--- src/rtl/game_loader.sv ---
// Builds a random 8-note pattern from a 16-bit LFSR, hands it to the game block
// with write_enable, then sequences game_reset/game_start and counts finished games.
module game_loader #(
    parameter int SETTLE_CYCLES = 4,
    parameter bit NO_REPEAT     = 1
) (
    input  logic        clk,
    input  logic        reset,
    input  logic        start_btn,
    input  logic        abort,
    input  logic        seed_load,
    input  logic [15:0] seed,
    input  logic        game_end,
    output logic [31:0] data_out,
    output logic        write_enable,
    output logic        game_start,
    output logic        game_reset,
    output logic        busy,
    output logic [7:0]  round_count
);

    typedef enum logic [2:0] {IDLE, GEN, CLR, WRITE, SETTLE, START, PLAY} state_t;

    localparam logic [15:0] LFSR_INIT   = 16'hACE1;
    localparam logic [3:0]  SETTLE_LAST = 4'(SETTLE_CYCLES - 1);

    state_t      state;
    logic [15:0] lfsr;
    logic [15:0] lfsr_next;
    logic [2:0]  gen_idx;
    logic [2:0]  prev_note;
    logic [2:0]  note;
    logic [3:0]  settle_cnt;
    logic        start_prev;
    logic        start_armed;
    logic        start_edge;

    always_comb begin
        lfsr_next = {lfsr[14:0], lfsr[15] ^ lfsr[13] ^ lfsr[12] ^ lfsr[10]};
        note      = lfsr_next[2:0];
        if (NO_REPEAT && gen_idx != 3'd0 && note == prev_note) begin
            note = note + 3'd1;
        end
    end

    // start_armed blocks a button that was already held when reset was released
    assign start_edge = start_armed && !start_prev && start_btn;

    always_ff @(posedge clk) begin
        if (reset) begin
            state        <= IDLE;
            lfsr         <= LFSR_INIT;
            data_out     <= 32'h0;
            round_count  <= 8'h0;
            write_enable <= 1'b0;
            game_start   <= 1'b0;
            game_reset   <= 1'b0;
            busy         <= 1'b0;
            start_prev   <= 1'b0;
            start_armed  <= 1'b0;
            gen_idx      <= 3'd0;
            prev_note    <= 3'd0;
            settle_cnt   <= 4'd0;
        end else begin
            start_prev   <= start_btn;
            start_armed  <= start_armed | ~start_btn;
            write_enable <= 1'b0;
            game_start   <= 1'b0;
            game_reset   <= 1'b0;

            if (state != IDLE && abort) begin
                game_reset <= 1'b1;
                busy       <= 1'b0;
                state      <= IDLE;
            end else begin
                case (state)
                    IDLE: begin
                        if (seed_load) begin
                            lfsr <= (seed == 16'h0) ? LFSR_INIT : seed;
                        end
                        if (start_edge) begin
                            state    <= GEN;
                            busy     <= 1'b1;
                            data_out <= 32'h0;
                            gen_idx  <= 3'd0;
                        end
                    end
                    GEN: begin
                        lfsr                          <= lfsr_next;
                        data_out[{gen_idx, 2'b00} +: 4] <= {1'b0, note};
                        prev_note                     <= note;
                        gen_idx                       <= gen_idx + 3'd1;
                        if (gen_idx == 3'd7) begin
                            state <= CLR;
                        end
                    end
                    CLR: begin
                        game_reset <= 1'b1;
                        state      <= WRITE;
                    end
                    WRITE: begin
                        write_enable <= 1'b1;
                        settle_cnt   <= 4'd0;
                        state        <= SETTLE;
                    end
                    SETTLE: begin
                        if (settle_cnt == SETTLE_LAST) begin
                            state <= START;
                        end else begin
                            settle_cnt <= settle_cnt + 4'd1;
                        end
                    end
                    START: begin
                        game_start <= 1'b1;
                        state      <= PLAY;
                    end
                    PLAY: begin
                        if (game_end) begin
                            if (round_count != 8'hFF) begin
                                round_count <= round_count + 8'd1;
                            end
                            busy  <= 1'b0;
                            state <= IDLE;
                        end
                    end
                    default: begin
                        busy  <= 1'b0;
                        state <= IDLE;
                    end
                endcase
            end
        end
    end

endmodule

--- config.mk ---
export PLATFORM = sky130hd
export DESIGN_NAME = game_loader
export DESIGN_NICKNAME = d
export VERILOG_FILES = /design/src/rtl/game_loader.sv
export SDC_FILE = /design/constraint.sdc
export NUM_CORES = 1
export LEC_CHECK = 0
export BUFFER_PORTS_ARGS = -buffer_cell sky130_fd_sc_hd__buf_2
export CAP_MARGIN = 20
export CORE_UTILIZATION = 57
export CTS_BUF_LIST = sky130_fd_sc_hd__clkbuf_2 sky130_fd_sc_hd__clkbuf_4 sky130_fd_sc_hd__clkbuf_8
export CTS_CLUSTER_SIZE = 16
export DETAILED_ROUTE_END_ITERATION = 6
export HOLD_SLACK_MARGIN = 0.05
export PLACE_DENSITY_LB_ADDON = 0.3
export SKIP_CTS_REPAIR_TIMING = 1
export SKIP_LAST_GASP = 1
export SLEW_MARGIN = 20
export SYNTH_ARGS = -nofsm -noshare
export SYNTH_HDL_FRONTEND = slang
export SYNTH_SLANG_ARGS = --single-unit
--- constraint.sdc ---
create_clock -name clk -period 2.7 [get_ports clk]
set_input_delay 0.27 -clock clk [delete_from_list [all_inputs] [get_ports clk]]
set_output_delay 0.27 -clock clk [all_outputs]
set_load 0.05 [all_outputs]
# --- Word level (Yosys, flattened, before mapping) ---
# Index checks and enable logic that the tools add are counted.
classes:
  shifts: 2
  n_reduce_logical: 20
  n_bitwise: 7
  eq_ne: 16
  n_addsub: 5
  mux: 23
op_table:
  columns: ["cell", "n"]
  rows:
  - ["32-bit case mux with 2 select lines", 1]
  - ["32-bit bitwise mux", 1]
  - ["16-bit 2-to-1 mux", 2]
  - ["32-bit 2-to-1 mux", 1]
  - ["16-bit case mux with 2 select lines", 1]
  - ["4-bit by 7-bit variable shift with 32-bit output (first input constant)", 1]
  - ["4-bit by 7-bit variable part select with 32-bit output", 1]
  - ["3-bit case mux with 7 select lines", 1]
  - ["3-bit 2-to-1 mux", 6]
  - ["16-bit zero test", 1]
  - ["3-bit == test (second input constant)", 4]
  - ["2-bit inequality test (second input constant)", 6]
  - ["3-bit AND reduction", 4]
  - ["8-bit by 1-bit adder with 8-bit output (second input constant)", 1]
  - ["8-bit inequality test (second input constant)", 1]
  - ["4-bit case mux with 2 select lines", 1]
  - ["4-bit AND reduction", 2]
  - ["5-bit negator with 7-bit output", 1]
  - ["3-bit by 1-bit adder with 3-bit output (second input constant)", 2]
  - ["3-bit by 2-bit == test with 1-bit output (second input constant)", 2]
  - ["1-bit 2-to-1 mux", 6]
  - ["3-bit case mux with 2 select lines", 1]
  - ["3-bit nonzero test", 2]
  - ["5-bit OR reduction", 1]
  - ["15 further kinds", 23]
word_totals:
  input_bits: 22
  output_inout_bits: 44
  reg_bits: 75
  elab_cells: 86

# --- Longest topological paths before layout ---
logic_depth:
  ltp_word: 9
  ltp_mapped: 9
  mapped_depth_nobuf: 8

# --- Worst setup path before layout ---
# OpenSTA, ideal clock, no wires.
synth_timing:
  path_kind: "register to register"
  start: "reg gen_idx[0]"
  end: "reg data_out[24]"
  arrival_time_ps: 2001
  path_stages_with_launch: 8
  period_less_slack_ps: 2128
  setup_slack_ps: 572
  setup_ps: 128
  required_time_ps: 2572
  cell_sequence: "dfxtp_1 inv_1 ha_1 ha_1 nor3_2 mux2_2 a32oi_1 nor2_1"
synth_via:
  elab_chain_cells: 6
  word_cells_on_any_way: 8
  cone_classes: "1 x add/sub; 2 x shift; 3 x mux; 2 x reduce/logical"
synth_rtl:
  columns: ["element", "line_no", "text"]
  rows:
  - ["start, declared", "30", "logic [2:0] gen_idx;"]
  - ["start signal, assigned", "92", "gen_idx <= gen_idx + 3'd1;"]
  - ["branches (longest 4 deep; another with 5-bit negator with 7-bit output)", null, null]
  - ["32-bit bitwise mux (*)", "90", "data_out[{gen_idx, 2'b00} +: 4] <= {1'b0, note};"]
  - ["32-bit case mux with 2 select lines (*)", "76", "case (state)"]
  - ["end signal, assigned by index", "90", null]
  - ["end, declared", "14", "output logic [31:0] data_out,"]
# Mark *: on every way between the ends.
# A chain may end at the register's enable or synchronous reset.

# --- Worst setup path in the final report ---
layout_timing:
  start: "reg gen_idx[0]"
  end: "reg data_out[26]"
# Same word-level chain as after synthesis.

==> out/qor.yml <==
clocking:
  clk_pin_slew_worst_paths_ps: 70
  cts_tree: "done"
  root_buffer: "clkbuf_8"
  numCtsBuffers: 9
  cts.path.max_buffers: 2
  cts_max_level: 3
  cts_num_sinks: 67
  clkLatencyLatePin_ps: 340
routing:
  vias_per_cell: 5.68
  dr.pass1.iters: 4
  wl_um: 7300
  antenna_left: 0
  drt_iter0_drc: 226
  wire_per_inst_um: 13.9
  vias: 2983
  drt_drc_violations_left: 0
timing:
  finalWorstSetupSlack_ps: 296
  min_period_over_period_pct: 89.0
  fmax_mhz: 416
  finalSetupViolCount: 0
  min_period_ps: 2400
  maxSlewHeadroom_pct: 62.9
  hold_viol: 0
  rsz0062_at_grt: "false"
  tightest_slew_ps: 556
  drv_slew: 0
  clock_skew_ps: 7.02
  final.setup.tns_ps: 0
synth:
  yosysTopAreaCell: "dfxtp_1"
  synth_ff_type: "dfxtp_1"
  synth-seq-cells: 67
  synth_cell_type_count: 61
  synth_edf_count: 0
  yosysSeqAreaShare_pct: 39.8
  synth_top_area_share_pct: 39.8
  ys_warn_count: 0
  synth.most_common_cell: "dfxtp_1"
  synthArstFlopShare_pct: 0
  syn_avg_cell_area_um2: 8.53
  synth_common_cells: "dfxtp_1 (67), nor2_1 (41), nand2_1 (38)"
  synthTopCellsByArea: "dfxtp_1 (40%), nor2_1 (4.6%), nand2_1 (4.2%)"
  syn_inst: 395
  synthesis.area_um2: 3370
setup_path:
  cp.required_ps: 2950
  path_class: "reg -> reg"
  start_kind: "register"
  crit_arrival_ps: 2660
  crit_path_max_fanout: 13
  endpoint_kind: "register"
run:
  maxCapViolCount: 0
layout:
  final_layout_size_suffix_gt1_share_pct: 22.5
  syn2layout_area_growth_pct: 14.2
  finalNonFillerCells: 525
  final_nets: 481
  antenna_cells: 0
  final_area_um2: 3850
die:
  floorplan.core_area_um2: 5610
  rows: 27
  start_util_pct: 60.1
  die_w_um: 78.9
  io_pins: 66
  die_y_um: 78.9
  die_area_um2: 6220
grt:
  antenna_found_initial: 0
  grt_pass1_wl_um: 12500
  grt_max_degree: 26
  grt_use_total_pct: 25.5
  grt_overflow: 0
  grt_pass1_vias: 2706
place:
  postPlaceCellArea_um2: 3680
  io_buffers: 57
  place_hpwl_um: 5230
  dp_slack_ps: 338
  dp_cells: 510
  routabilityCongestion: 0.796
power:
  powerDensity_nw_per_um2: 657
  p_leak_uw: 0.00162
  peakVddDrop_mv: 0.360
  p_total_uw: 2530
worst_hold_path:
  hold_class: "in -> reg"
status:
  status: "finished, final reports clean"
-- per-layer routing --
layer | global-route usage (%) | up-vias | share of wire (%)
li1 | - | 1512 | -
met5 | 0 | - | 0
met2 | 42.7 | 78 | 48
met1 | 31.4 | 1380 | 46
met3 | 4.83 | 13 | 4.3
met4 | 12.4 | 0 | 2.0
-- cell families after synthesis --
kind of cell,Yosys count,share of synthesized area [%]
and+or+nand+nor,161,25.2
AOI/OAI and AO/OA,100,19.9
adders and majority gates,10,3.71
muxes,4,1.34
xor gates and xnor gates,13,4.05
DFF,67,39.8
other,1,0.111
buffers and inverters,39,5.79
-- state kept, by name, summed over array words and instances, names as in the netlist --
name / cells
game_reset: 1
data_out: 24
write_enable: 1
round_count: 8
game_start: 1
settle_cnt: 4
lfsr: 16
start_armed: 1
start_prev: 1
prev_note: 3
state: 3
gen_idx: 3
busy: 1
-- path summary, 6_finish.rpt --
| path | startpoint | endpoint | slack, ps | cells past startpoint |
|---|---|---|---|---|
| max reg2reg | gen_idx[0] | data_out[26] | 300 | 8 |
| min | start_btn | start_armed | 130 | 2 |
| max | gen_idx[0] | data_out[26] | 300 | 8 |
| min reg2reg | data_out[18] | data_out[18] | 450 | 2 |
-- layout by cell type (no fill, tap or decap), types with 3 or more instances in the layout --
cell type,count
a211oi_1,3
a21o_1,3
a21oi_1,27
a221oi_1,3
a22oi_1,8
a311oi_1,6
and2_1,6
and3_1,8
buf_2,57
buf_4,10
clkbuf_8,10
clkinv_2,3
conb_1,8
dfxtp_1,67
ha_1,10
inv_1,8
nand2_1,38
nand3_1,9
nand3b_1,11
nand4_1,9
nor2_1,41
nor2b_1,5
nor3_1,10
nor4_1,4
o21ai_0,20
o21ai_1,5
o22ai_1,7
o31ai_2,4
xor2_1,9
-- final cells by class --
class | instances | area, um^2
clock buffer | 12 | 153
clock inverter | 3 | 15.0
fill | 485 | 1760
inverter | 8 | 30.0
multi-input combinational | 296 | 1860
sequential | 67 | 1340
tap | 72 | 90.1
timing repair buffer | 67 | 360
-- critical path, stage by stage, from the launching register on --
cell and delay (ps):
dfxtp_1 490, inv_1 140, ha_1 230, ha_1 520, inv_1 160, and3_1 190, o21ai_0 340, nand3b_1 160
o31ai_2 90
-- power breakdown --
group / total (uW) / switching, uW / internal [uW] / leakage (uW)
combinational: 681 / 440 / 241 / 0.000982
clock: 725 / 356 / 369 / 0.0000928
sequential: 1120 / 64.0 / 1060 / 0.000545
-- metrics by stage --
step | util, % | hold slack, ps
after global routing | 68.6 | 127
after floorplan | - | 366
after detailed placement | 65.6 | 442
final | 68.6 | 129
after global placement | 65.6 | 434
after CTS | 68.6 | 120
Note: power is estimated with default switching activity, not from simulation.
